## src/rtl/riscv_32i_defs_pkg.sv

```systemverilog
// Shared RV32I type definitions, plus the EX/MEM stage state and payload types.
package riscv_32i_defs_pkg;

  typedef logic [31:0] word_t;
  typedef logic [4:0]  reg_addr_t;

  typedef enum logic [1:0] {
    StEmpty = 2'd0,
    StOne   = 2'd1,
    StFull  = 2'd2
  } ex_mem_state_e;

  // 39-bit entry carried through the EX/MEM skid buffer.
  typedef struct packed {
    word_t     result;
    logic      zero;
    reg_addr_t rd;
    logic      reg_write;
  } ex_mem_payload_t;

endpackage

```

## src/rtl/ex_mem_stage.sv

```systemverilog
// EX/MEM pipeline stage: 2-entry skid buffer (head + skid register) with flush,
// registered in_ready, and x0 write suppression at capture.
module ex_mem_stage
  import riscv_32i_defs_pkg::*;
(
  input  logic      clk,
  input  logic      rst_n,
  input  logic      flush,
  input  logic      in_valid,
  output logic      in_ready,
  input  word_t     in_result,
  input  logic      in_zero,
  input  reg_addr_t in_rd,
  input  logic      in_reg_write,
  output logic      out_valid,
  input  logic      out_ready,
  output word_t     out_result,
  output logic      out_zero,
  output reg_addr_t out_rd,
  output logic      out_reg_write,
  output logic [1:0] occupancy
);

  ex_mem_state_e   r_state, w_state_next;
  ex_mem_payload_t r_main, r_skid;
  ex_mem_payload_t w_main_next, w_skid_next, w_in_payload;
  logic            w_in_fire, w_out_fire;

  // in_ready depends only on the state register, so out_ready never reaches it.
  assign in_ready   = (r_state != StFull);
  assign out_valid  = (r_state != StEmpty);
  assign w_in_fire  = in_valid & in_ready;
  assign w_out_fire = out_valid & out_ready;

  always_comb begin
    w_in_payload.result    = in_result;
    w_in_payload.zero      = in_zero;
    w_in_payload.rd        = in_rd;
    w_in_payload.reg_write = in_reg_write & (in_rd != '0);
  end

  always_comb begin
    w_state_next = r_state;
    w_main_next  = r_main;
    w_skid_next  = r_skid;
    if (flush) begin
      w_state_next = StEmpty;
      w_main_next  = '0;
      w_skid_next  = '0;
    end else begin
      case (r_state)
        StEmpty: begin
          if (w_in_fire) begin
            w_state_next = StOne;
            w_main_next  = w_in_payload;
          end
        end
        StOne: begin
          if (w_in_fire && w_out_fire) begin
            w_main_next = w_in_payload;
          end else if (w_in_fire) begin
            w_state_next = StFull;
            w_skid_next  = w_in_payload;
          end else if (w_out_fire) begin
            w_state_next = StEmpty;
          end
        end
        StFull: begin
          if (w_out_fire) begin
            w_state_next = StOne;
            w_main_next  = r_skid;
          end
        end
        default: w_state_next = StEmpty;
      endcase
    end
  end

  always_ff @(posedge clk or negedge rst_n) begin
    if (!rst_n) begin
      r_state <= StEmpty;
      r_main  <= '0;
      r_skid  <= '0;
    end else begin
      r_state <= w_state_next;
      r_main  <= w_main_next;
      r_skid  <= w_skid_next;
    end
  end

  always_comb begin
    occupancy = 2'd0;
    case (r_state)
      StOne:   occupancy = 2'd1;
      StFull:  occupancy = 2'd2;
      default: occupancy = 2'd0;
    endcase
  end

  assign out_result    = r_main.result;
  assign out_zero      = r_main.zero;
  assign out_rd        = r_main.rd;
  assign out_reg_write = r_main.reg_write;

endmodule

```

## config.mk

```make
export PLATFORM = sky130hd
export DESIGN_NAME = ex_mem_stage
export DESIGN_NICKNAME = d
export VERILOG_FILES = /design/src/rtl/riscv_32i_defs_pkg.sv /design/src/rtl/ex_mem_stage.sv
export SDC_FILE = /design/constraint.sdc
export NUM_CORES = 1
export LEC_CHECK = 0
export BUFFER_PORTS_ARGS = -buffer_cell sky130_fd_sc_hd__buf_2
export CAP_MARGIN = 20
export CORE_ASPECT_RATIO = 1.25
export CORE_MARGIN = 1
export CORE_UTILIZATION = 53
export CTS_CLUSTER_SIZE = 12
export DETAILED_ROUTE_END_ITERATION = 6
export GPL_TIMING_DRIVEN = 1
export PLACE_DENSITY = 0.75
export SLEW_MARGIN = 20
export SYNTH_ARGS = -nofsm -noshare
export SYNTH_HDL_FRONTEND = slang
export SYNTH_SLANG_ARGS = --single-unit
export TNS_END_PERCENT = 5
```

## constraint.sdc

```tcl
create_clock -name clk -period 2.07 [get_ports clk]
set_input_delay 0.414 -clock clk [delete_from_list [all_inputs] [get_ports clk]]
set_output_delay 0.414 -clock clk [all_outputs]
set_load 0.1 [all_outputs]
```

==> After elaboration in Yosys (flattened, before gate mapping) <==
Index checks and enable logic that the tools add are counted.
{ "classes": {"eq_ne": 9, "n_mux": 16, "bitwise": 3, "n_reduce_logical": 10} }
{ "ops": {"columns": ["op", "count"], "rows": [
  ["39-bit two-way mux", 7],
  ["39-bit one-hot mux with 3 select lines", 1],
  ["2-bit two-way mux", 6],
  ["3-bit != test, second input constant", 4],
  ["4-bit AND reduction", 2],
  ["2-bit one-hot mux with 3 select lines", 1],
  ["2-bit nonzero test", 3],
  ["5-bit nonzero test", 1],
  ["2-bit != test, second input constant", 2],
  ["4-bit != test, second input constant", 1],
  ["2-bit one-hot mux with 2 select lines", 1],
  ["4-bit nonzero test", 1],
  ["1-bit AND", 3],
  ["3-bit AND reduction", 1],
  ["2-bit by 1-bit == test with 1-bit output, second input constant", 1],
  ["2-bit == test, second input constant", 1],
  ["2-bit zero test", 1],
  ["1-bit logical AND", 1]
]} }
{ "word_totals": {"ff_bits": 80, "inputBits": 44, "elab_cells": 47} }

==> Logic depth before layout (Yosys ltp) <==
{ "depth": {"ltp_word": 7, "ltp_mapped": 7, "ltp_nobuf": 5} }

==> Worst setup path after synthesis <==
Ideal clock, no wire load.
{ "synth_timing": {"kind": "reg2out", "from": "reg r_state[0]", "to": "out occupancy[0]", "arrival_ps": 1683, "required_time_ps": 1656, "setup_slack_ps": -27, "path_stages_with_launch": 3, "n_path_buf": 0, "path_cell_list": "dfrtp_1 inv_1 nor2_1"} }
{ "synth_via": {"elab_chain_len": 2, "elab_cells_between_ends": 3, "cone_classes": "2 x eq/ne; 1 x mux"} }
{ "synth_lines": {"columns": ["element", "line", "source"], "rows": [
  ["start, declared", "ex_mem_stage.sv:24", "ex_mem_state_e r_state, w_state_next;"],
  ["start signal, assigned", "ex_mem_stage.sv:81", "r_state <= StEmpty;"],
  ["start signal, assigned", "ex_mem_stage.sv:85", "r_state <= w_state_next;"],
  ["2-bit == test or 2-bit by 1-bit == test with 1-bit output (tied branches)", "ex_mem_stage.sv:93", "case (r_state)"],
  ["2-bit one-hot mux with 2 select lines *", "ex_mem_stage.sv:93", null],
  ["end, declared", "ex_mem_stage.sv:21", "output logic [1:0] occupancy"]
]} }
Mark *: on every way between the ends. The rest lies on a longest branch, timed or not.

==> Final worst setup path <==
{ "layout_timing": {"from": "reg r_state[1]", "to": "out in_ready"} }
{ "layout_via": {"elab_chain_len": 1} }
{ "layout_lines": {"columns": ["element", "line", "source"], "rows": [
  ["2-bit != test", "ex_mem_stage.sv:30", "assign in_ready = (r_state != StFull);"],
  ["end, declared", "ex_mem_stage.sv:10", "output logic in_ready,"]
]} }
No other way between the ends.

==> results.md <==
- Status: complete, but fails checks
- Failing checks: negative hold slack
- CTS Sinks: 80
- YS warnings: 0
- Placer Congestion: 0.7440
- Root Buffer: clkbuf_8
- Final worst path period share: 92.71%
- Synth area leader: dfrtp_1
- Slowest CP cell: dfrtp_1
- Placed Area: 4146 sq um
- Post-synth ARST share: 100.0%
- CP Capture Type: output port
- CTS tree: yes
- Worst setup margin: 0.1508 ns
- Drt first-iter violations: 168
- Crit-path max FO: 6
- Clock tree buffer depth: 2
- Initial antenna violation count: 0
- Post-Syn Nets: 365
- CP cell instances: nor2b_4 -> inv_1 -> buf_2
- Top-count cell post-synth: dfrtp_1
- Final min period: 1.919 ns
- Reg clk slew, reported paths: 0.08 ns
- Design Area, Final: 4385 sq um
- CP required: 1.66 ns
- Max H-tree Level: 3
- PwrDens: 907.0 nW/um^2
- Skew-Pair Late Insertion Delay: 0.35 ns
- # IOs: 87
- Worst Hold Class: in2async
- Row cnt: 33
- WS Path Type: reg2out
- Unique cell type count in the Yosys netlist: 25
- Part of the Yosys area used for sequential elements: 56.00%
- Synthesized flop and latch total: 80
- Routed vias: 2738
- Crit start category: register
- Initial Utilization: 54.79%
- Setup TNS: 0 ns
- Synth area leaders: dfrtp_1 56%, mux2_2 9.1%, a22o_1 9.1%, nand2_1 8.1%, a21oi_1 5.7%
- Slowest cell delay on critical path: 0.45 ns
- Worst vdd ir: 0.5634 mV
- Initial DRT Pass Iterations: 4
- Endpoints failing setup: 0
- Mapped Area: 3575 sq um
- WL final: 7.921 mm
- Post-DR vias/cell: 5.476
- Tot GR Track Use: 25.39%
- GRT overflow: 0
- Die area: 7079 sq um
- Synth Flop Type: dfrtp_1
- Post-synth EDFFs: 0
- Wirelength per Cell: 15.84 microns
- # diodes: 0
- DRT antenna net count: 0
- I/O Buffers: 86
- Area Growth Syn to Fin: 22.68%
- CTS buffer count: 9
- First-pass GRT wire length: 13.28 mm
- Post-route core utilization: 67.22%
- Die X-Extent: 75.46 microns
- Crit path DAT: 1.51 ns
- Pin count of the biggest net entering global routing: 38
- Leak: 2.272 nW
- Pre-CTS setup slack: 0.2273 ns
- Min Hold Slack: -0.003242 ns
- Share of the synthesized area in the top cell type: 56.00%
- DRC Markers: 0
- Hold Vio Cnt, Final: 4
- Avg Synthesized Cell Area: 11.14 sq um
- Layout cells sized above 1: 38.98%
- Die Ht: 93.82 microns
- Synth Instances: 321
- Clock Skew: 0.008886 ns
- Core area: 6524 sq um
- Synth cell count leaders: 80 x dfrtp_1, 77 x nand2_1, 41 x a21oi_1
- Vias in the first global route: 2806
- Worst Tran Pin Value: 0.8495 ns
- Max-slew violations: 0
- Nets: 453
- Unrepaired setup endpoints after global routing: no
- Worst rel slew slack: 43.23%
- Detailed Place HPWL: 5.291 mm
- Max-cap viol count: 0
- Peak Freq: 521.1 MHz
[power by group]
part	switching, mW	leakage, nW	internal, mW
Combinational	0.779	1.09	0.227
Sequential	0.0497	1.07	1.65
Clock	0.532	0.112	0.738
Total	1.36	2.27	2.62
[flip-flops by register name, indices dropped and copies added (netlist names)]
register and flops:
r_skid 39, r_state 2, out_result 32, out_reg_write 1
out_zero 1, out_rd 5
[logic make-up (layout without fill, tap and decap cells)]
family	count (synthesis)	in the layout	synth area share (%)
flip-flops	80	80	56.00
AND/OR/NAND/NOR	91	91	10.40
multiplexers	41	41	13.90
AO/OA/AOI/OAI	83	83	15.89
buffers and inverters	26	118	3.815
[placed cells by master (no fill, tap or decap), types with 3 or more instances in the layout]
cell type,Yosys,layout
mux2_4,10,10
buf_12,0,3
mux2_2,29,29
a22o_1,37,37
buf_2,13,84
nor2_1,5,4
dfrtp_1,80,80
clkbuf_8,0,11
a21oi_1,41,41
nand2_1,77,77
buf_4,0,13
[timing repair]
| item | CTS | global route |
|---|---|---|
| hold buffers | 0 | 0 |
| setup buffers | 0 | 2 |
| gates resized for setup | 1 | 0 |
| cloned | 0 | 0 |
| setup endpoints to repair | 1 | 1 |
[layer usage]
layer | track usage [%] | vias to the layer above | part of all wire, %
met5 | 0 | - | 0
met1 | 32.33 | 1348 | 43
li1 | - | 1294 | -
met3 | 4.721 | 16 | 4.8
met2 | 41.67 | 80 | 50
met4 | 10.96 | 0 | 2.4
[final cells by class]
class                   count  area, sq um
clock inverters             3        65.06
repair buffers            101        589.3
multi-input cells         215         1458
fillers                   548         2138
clock buffers              12        155.1
flip-flops and latches     80         2002
inverters                   2        7.507
well taps                  87        108.9
[path summary, 6_finish.rpt]
check | start | endpoint | slack, ns | depth (start not counted)
min in group clk | in_result[18] | r_skid[25]$_DFFE_PN0P_ | 0.30 | 2
worst max register to register | r_state[1]$_DFFE_PN0P_ | out_result[25]$_DFFE_PN0P_ | 0.26 | 6
worst min register to register | out_result[28]$_DFFE_PN0P_ | out_result[28]$_DFFE_PN0P_ | 0.50 | 1
max in group asynchronous | rst_n | r_state[0]$_DFFE_PN0P_ | 1.46 | 2
worst min-delay path | rst_n | out_result[9]$_DFFE_PN0P_ | -0.003 | 1
worst max-delay path | r_state[1]$_DFFE_PN0P_ | in_ready | 0.15 | 3
[per-stage QoR]
stage,std cells,power (mW)
after global routing,500,4.122
after detailed placement,483,2.741
after floorplan,321,2.508
after CTS,498,4.000
after global placement,483,2.725
final,500,3.978
[critical path, delay by kind of cell (launching register included)]
| kind | cells | cell delay, ns |
|---|---|---|
| buf+inv | 2 | 0.55 |
| flops | 1 | 0.45 |
| simple gates | 1 | 0.17 |
(Power assumes the default switching activity.)
